`config.mk`:
```
export PLATFORM = sky130hd
export DESIGN_NAME = seq_addsub_32
export DESIGN_NICKNAME = d
export VERILOG_FILES = /design/src/rtl/seq_addsub_32_pkg.sv /design/src/rtl/cla_16_bit.sv /design/src/rtl/seq_addsub_32.sv
export SDC_FILE = /design/constraint.sdc
export NUM_CORES = 1
export LEC_CHECK = 0
export BUFFER_PORTS_ARGS = -buffer_cell sky130_fd_sc_hd__buf_2
export CAP_MARGIN = 15
export CORE_MARGIN = 2
export CORE_UTILIZATION = 25
export CTS_CLUSTER_DIAMETER = 120
export DETAILED_ROUTE_END_ITERATION = 16
export GPL_ROUTABILITY_DRIVEN = 0
export PLACE_DENSITY = 0.44
export SETUP_SLACK_MARGIN = 0.2
export SYNTH_ARGS = -nofsm -noshare
export SYNTH_HDL_FRONTEND = slang
export SYNTH_SLANG_ARGS = --single-unit
```
`constraint.sdc`:
```
create_clock -name clk -period 4.1 [get_ports clk]
set_input_delay 0.615 -clock clk [delete_from_list [all_inputs] [get_ports clk]]
set_output_delay 0.615 -clock clk [all_outputs]
set_load 0.1 [all_outputs]
```
`src/rtl/seq_addsub_32_pkg.sv`:
```
// Shared encodings for the two-cycle, time-multiplexed 32-bit add/subtract unit.
package seq_addsub_32_pkg;

    localparam int unsigned HALF_W = 16;

    localparam logic OP_ADD = 1'b0;
    localparam logic OP_SUB = 1'b1;

    typedef enum logic [1:0] {
        ST_IDLE = 2'd0,
        ST_LO   = 2'd1,
        ST_HI   = 2'd2,
        ST_DONE = 2'd3
    } state_e;

endpackage

```
`src/rtl/cla_16_bit.sv`:
```
// 16-bit carry-lookahead adder: four 4-bit groups with group generate/propagate
// feeding a lookahead carry chain across the groups.
module cla_16_bit (
    input  logic [15:0] a,
    input  logic [15:0] b,
    input  logic        cin,
    output logic [15:0] sum,
    output logic        cout
);

    always_comb begin
        logic [15:0] g;
        logic [15:0] p;
        logic        gg;
        logic        gp;
        logic        cg;
        logic        cc;

        g   = a & b;
        p   = a ^ b;
        sum = '0;
        cg  = cin;
        for (int k = 0; k < 4; k++) begin
            gg = g[4*k+3]
               | (p[4*k+3] & g[4*k+2])
               | (p[4*k+3] & p[4*k+2] & g[4*k+1])
               | ((&p[4*k+1 +: 3]) & g[4*k]);
            gp = &p[4*k +: 4];
            // In-group carries ripple from the group carry-in; groups use lookahead.
            cc = cg;
            for (int j = 0; j < 4; j++) begin
                sum[4*k+j] = p[4*k+j] ^ cc;
                cc         = g[4*k+j] | (p[4*k+j] & cc);
            end
            cg = gg | (gp & cg);
        end
        cout = cg;
    end

endmodule

```
`src/rtl/seq_addsub_32.sv`:
```
// Multi-cycle 32-bit add/subtract: one 16-bit CLA slice used for the low half, then the high half.
// Define SEQ_ADDSUB_FLAGS_EN to build the overflow/zero/negative flag logic; otherwise they read 0.
module seq_addsub_32
    import seq_addsub_32_pkg::*;
#(
    parameter int unsigned WIDTH = 32,
    parameter int unsigned HALF  = HALF_W
) (
    input  logic             clk,
    input  logic             rst,
    input  logic             in_valid,
    output logic             in_ready,
    input  logic             op_sub,
    input  logic [WIDTH-1:0] a,
    input  logic [WIDTH-1:0] b,
    output logic             out_valid,
    input  logic             out_ready,
    output logic [WIDTH-1:0] result,
    output logic             carry,
    output logic             overflow,
    output logic             zero,
    output logic             negative
);

    if (WIDTH != 32 || HALF != HALF_W) begin : gen_width_check
        $error("seq_addsub_32 supports only WIDTH=32 with a 16-bit slice");
    end

    state_e             state_q, state_d;
    logic [WIDTH-1:0]   a_q, a_d;
    logic [WIDTH-1:0]   b_q, b_d;
    logic               cin_q, cin_d;
    logic               c16_q, c16_d;
    logic [WIDTH-1:0]   result_q, result_d;
    logic               carry_q, carry_d;

    logic [HALF-1:0]    slice_a;
    logic [HALF-1:0]    slice_b;
    logic               slice_cin;
    logic [HALF-1:0]    slice_sum;
    logic               slice_cout;

    // Slice inputs only matter in LO and HI; anything other than LO selects the high half.
    always_comb begin
        if (state_q == ST_LO) begin
            slice_a   = a_q[HALF-1:0];
            slice_b   = b_q[HALF-1:0];
            slice_cin = cin_q;
        end else begin
            slice_a   = a_q[WIDTH-1:HALF];
            slice_b   = b_q[WIDTH-1:HALF];
            slice_cin = c16_q;
        end
    end

    cla_16_bit u_slice (
        .a    (slice_a),
        .b    (slice_b),
        .cin  (slice_cin),
        .sum  (slice_sum),
        .cout (slice_cout)
    );

    always_comb begin
        state_d  = state_q;
        a_d      = a_q;
        b_d      = b_q;
        cin_d    = cin_q;
        c16_d    = c16_q;
        result_d = result_q;
        carry_d  = carry_q;

        unique case (state_q)
            ST_IDLE: begin
                if (in_valid) begin
                    a_d     = a;
                    b_d     = (op_sub == OP_SUB) ? ~b : b;
                    cin_d   = op_sub;
                    state_d = ST_LO;
                end
            end
            ST_LO: begin
                result_d[HALF-1:0] = slice_sum;
                c16_d              = slice_cout;
                state_d            = ST_HI;
            end
            ST_HI: begin
                result_d[WIDTH-1:HALF] = slice_sum;
                carry_d                = slice_cout;
                state_d                = ST_DONE;
            end
            ST_DONE: begin
                if (out_ready) begin
                    state_d = ST_IDLE;
                end
            end
            default: state_d = ST_IDLE;
        endcase
    end

    always_ff @(posedge clk or negedge rst) begin
        if (!rst) begin
            state_q  <= ST_IDLE;
            a_q      <= '0;
            b_q      <= '0;
            cin_q    <= 1'b0;
            c16_q    <= 1'b0;
            result_q <= '0;
            carry_q  <= 1'b0;
        end else begin
            state_q  <= state_d;
            a_q      <= a_d;
            b_q      <= b_d;
            cin_q    <= cin_d;
            c16_q    <= c16_d;
            result_q <= result_d;
            carry_q  <= carry_d;
        end
    end

    assign in_ready  = (state_q == ST_IDLE);
    assign out_valid = (state_q == ST_DONE);
    assign result    = result_q;
    assign carry     = carry_q;

`ifdef SEQ_ADDSUB_FLAGS_EN
    logic overflow_q, overflow_d;
    logic zero_q, zero_d;
    logic negative_q, negative_d;

    // b_q already holds the inverted operand for subtract, so one overflow rule covers both ops.
    always_comb begin
        overflow_d = overflow_q;
        zero_d     = zero_q;
        negative_d = negative_q;
        if (state_q == ST_HI) begin
            overflow_d = (a_q[WIDTH-1] == b_q[WIDTH-1]) && (slice_sum[HALF-1] != a_q[WIDTH-1]);
            zero_d     = ({slice_sum, result_q[HALF-1:0]} == '0);
            negative_d = slice_sum[HALF-1];
        end
    end

    always_ff @(posedge clk or negedge rst) begin
        if (!rst) begin
            overflow_q <= 1'b0;
            zero_q     <= 1'b0;
            negative_q <= 1'b0;
        end else begin
            overflow_q <= overflow_d;
            zero_q     <= zero_d;
            negative_q <= negative_d;
        end
    end

    assign overflow = overflow_q;
    assign zero     = zero_q;
    assign negative = negative_q;
`else
    assign overflow = 1'b0;
    assign zero     = 1'b0;
    assign negative = 1'b0;
`endif

endmodule

```
==> impl_summary.txt <==
----------------------------------------------------
[Status]
  Result of the run ... finished clean

[Run]
  Number of maximum-capacitance violations ... 0

[Yosys]
  Count of yosys warnings during synthesis ... 0
  Cell type with the highest aggregate area in the netlist ... dfrtp_1
  Seq/Total Area, Yosys ... 0.4882
  Per-instance average area after synthesis ... 11.69 um2
  Syn Inst Count ... roughly 440
  Count of flip-flops with a built-in enable after synthesis ... 0
  Synth area leaders ... dfrtp_1 (49%), mux2_2 (14%), xnor2_1 (6.1%)
  Number of register bits inferred by synthesis ... a little over 100
  Number of unique standard cell types used by synthesis ... 32
  Most numerous cell in the Yosys netlist ... dfrtp_1
  Most frequently used flop master after synthesis ... dfrtp_1
  Area of the mapped netlist ... ~5200 um2
  Commonest cells in the synthesized netlist ... dfrtp_1 (101), mux2_2 (64), inv_1 (46)
  Fraction of post-synthesis cell area in the top cell type by area ... 0.4882
  Fraction of registers with async set or reset after synthesis ... 1.000

[STA]
  Pin slew with the least headroom to its limit ... roughly 0.99 ns
  Period Utilization, post-route ... 0.9218
  Top achievable clock speed ... between 200 and 300 MHz
  Count of final max-slew check failures ... 0
  Total negative slack for setup checks ... 0 ns
  Tightest slew margin relative to the limit ... 0.3385
  RSZ-0062 raised after global routing ... yes
  Final number of setup-violating endpoints ... 0
  Period minus WS final ... between 3 and 4 ns
  Endpoints failing hold ... 0
  Worst clock skew ... 0.008833 ns

[Finish]
  # diodes ... 0
  Count of filler cells inserted in the layout ... 2,076
  Fraction of final layout cells with drive strength greater than 1 ... 0.4085
  Util after Layout ... 0.3271
  Number of nets in the layout ... between 600 and 700
  Layout overhead on the synthesized area ... 28.25%
  Design area ... 6640 um2
  Non-Filler Instances ... approximately 830

[Die]
  Row count ... 52
  Die outline width ... between 100 and 150 um
  Floorplan die area ... 21,880 um2
  Die height ... 147.9 um
  Initial core utilization ... 0.2551
  Io pins ... between 100 and 150
  Std-Cell Core Area ... approximately 20,000 um2

[CTS]
  Clock Tree Root ... clkbuf_16
  Clock input transition at the sequential cells of the worst setup and hold paths ... 0.07 ns
  Htree depth ... 3
  CTS Buf Count ... 9
  Clk_lat worst skew ... ~0.36 ns
  Maximum buffer depth of the clock tree ... 2
  CTS tree ... yes
  Clock sink count ... a little over 100

[Global routing]
  Met1 layer usage reported by global route ... 0.1673
  Met2 usage in global routing ... 0.1840
  Number of antenna violations at the first check in global routing ... 0
  Met3 track demand over resource ... 0.02623
  Via count of the first global-routing pass ... approximately 3,700
  GR peak layer ... met2
  GRT Total Usage ... 0.1217
  Largest net degree at the start of global routing ... between 90 and 100
  Total congestion overflow after global routing ... 0
  First-pass GRT wire length ... 20,140 um

[Place]
  DP Cell Count ... between 800 and 900
  Post-Place Cell Area ... approximately 6000 um2
  Detailed placer's ending HPWL ... between 9000 and 10,000 um
  Number of port buffers ... 103

[Routing]
  Length of the first detailed-routing pass in iterations ... 4
  Antenna-violating nets left ... 0
  DRC viols ... 0
  Detailed router's first-iteration violation count ... between 150 and 200
  DRT Wirelength ... about 13,000 um
  Routed len/inst ... between 15 and 20 um
  Number of vias in the routed layout ... approximately 3,400
  Detailed-route vias per instance ... between 4 and 5

[Worst setup path]
  Buffers plus inverters on the worst setup path ... 2
  Maximum single-stage delay on the critical path ... between 0.4 and 0.5 ns
  Cell with the biggest individual delay on the critical path ... fa_2
  Cell repeated most along the worst path ... fa_2
  Critical Path RT ... between 4 and 5 ns
  Critical-path maximum fanout ... 5
  Critical path startpoint category ... flop
  Class of the most critical setup path ... flop to flop
  Ordered cell list for the critical path ... inv_2 -> ha_4 -> buf_12 -> mux2_2 -> ha_4 -> and3_4 -> a21oi_1 -> o21ai_1 -> a31o_1 -> a21oi_2 -> fa_2 -> fa_2 -> fa_2 -> xnor2_2 -> mux2_2
  Dominant delay contributor by cell family on the critical path ... adder cells
  Arrival time at the worst endpoint ... slightly above 4 ns
  Critical Path End Type ... flop

[Worst hold path]
  Hold Crit Class ... input pin to asynchronous set/reset pin

----------------------------------------------------
[cell families after synthesis]
logic type | count (synthesis) | share of synthesized area
buf+inv | 71 | 0.05776
xor+xnor | 36 | 0.06090
other cells | 1 | 0.0007243
simple gates | 51 | 0.03963
flops | 101 | 0.4882
fa+ha+maj | 32 | 0.09473
compound gates | 59 | 0.06404
mux | 92 | 0.1941
[what timing repair did]
action | CTS | global route
buffers inserted | 3 | 9
pin swaps | 3 | 8
resized for setup | 15 | 18
hold buffers | 0 | 0
cloned | 2 | 1
endpoints found under the setup margin | 8 | 9
[worst register-to-register path, cell delays in order, from the launching register on]
cell and delay, ns:
dfrtp_1 0.39, inv_2 0.09, ha_4 0.22, buf_12 0.14
mux2_2 0.37, ha_4 0.28, and3_4 0.19, a21oi_1 0.06
o21ai_1 0.11, a31o_1 0.18, a21oi_2 0.08, fa_2 0.37
fa_2 0.41, fa_2 0.38, xnor2_2 0.15, mux2_2 0.26
[placed cells by master (no fill, tap or decap), types with 2 or more instances in the layout]
cell / Yosys / routed
xnor2_1: 36 / 35
o21ai_1: 0 / 2
clkbuf_1: 8 / 2
mux2i_1: 27 / 24
inv_2: 0 / 3
a21oi_1: 12 / 12
ha_1: 20 / 14
buf_4: 3 / 19
o21ai_0: 35 / 33
mux2_4: 0 / 7
mux2_2: 64 / 57
buf_12: 0 / 2
buf_2: 11 / 102
a21o_1: 3 / 3
conb_1: 1 / 3
inv_1: 46 / 43
ha_4: 0 / 6
a31oi_1: 2 / 2
dfrtp_1: 101 / 100
mux2i_2: 1 / 3
fa_1: 12 / 6
clkbuf_16: 0 / 10
nand2_1: 37 / 36
clkinv_2: 0 / 2
nor2_1: 9 / 8
fa_2: 0 / 6
[registers in the layout, indices dropped and copies added (netlist names)]
| signal | count |
|---|---|
| state_q | 2 |
| c16_q | 1 |
| b_q | 32 |
| cin_q | 1 |
| result | 32 |
| a_q | 32 |
| carry | 1 |
[routing by layer]
layer | routed length [um] | share of wire | up-vias
li1 | - | - | 1690
met5 | 0 | 0 | -
met3 | 601 | 0.048 | 12
met1 | 6035 | 0.48 | 1617
met2 | 5701 | 0.45 | 81
met4 | 244 | 0.019 | 0
[layout make-up]
cell class	count	area, um2	share of cell area
multi-input combinational	273	2517	0.3791
clock inverter	4	47.55	0.007160
tap	270	337.8	0.05088
timing repair buffer	127	789.5	0.1189
sequential	101	2529	0.3808
clock buffer	12	246.5	0.03712
inverter	46	172.7	0.02600
[metrics by stage]
step / worst slack [ns] / hold WS (ns)
floorplan: 0.2010 / 0.3194
global placement: 0.04618 / 0.4646
detailed placement: -0.04701 / 0.4670
CTS: 0.2003 / 0.4122
global route: 0.1552 / 0.4442
finish: 0.3207 / 0.3536
[final timing paths]
check                                       start                     end  depth (start not counted)  slack, ns
hold / removal                                rst     b_q[30]$_DFFE_PN0P_                          1       0.35
min in group clk              b_q[27]$_DFFE_PN0P_     b_q[27]$_DFFE_PN0P_                          2       0.48
setup reg to reg           state_q[1]$_DFFE_PN0P_  result[31]$_DFFE_PN0P_                         15       0.32
hold reg to reg               b_q[27]$_DFFE_PN0P_     b_q[27]$_DFFE_PN0P_                          2       0.48
setup / recovery           state_q[1]$_DFFE_PN0P_  result[31]$_DFFE_PN0P_                         15       0.32
max in group asynchronous                     rst      a_q[6]$_DFFE_PN0P_                          2       2.77
Power is left out: the tool's default activity adds up to more than one toggle a clock period on the data nets, which glitch-free logic cannot reach.
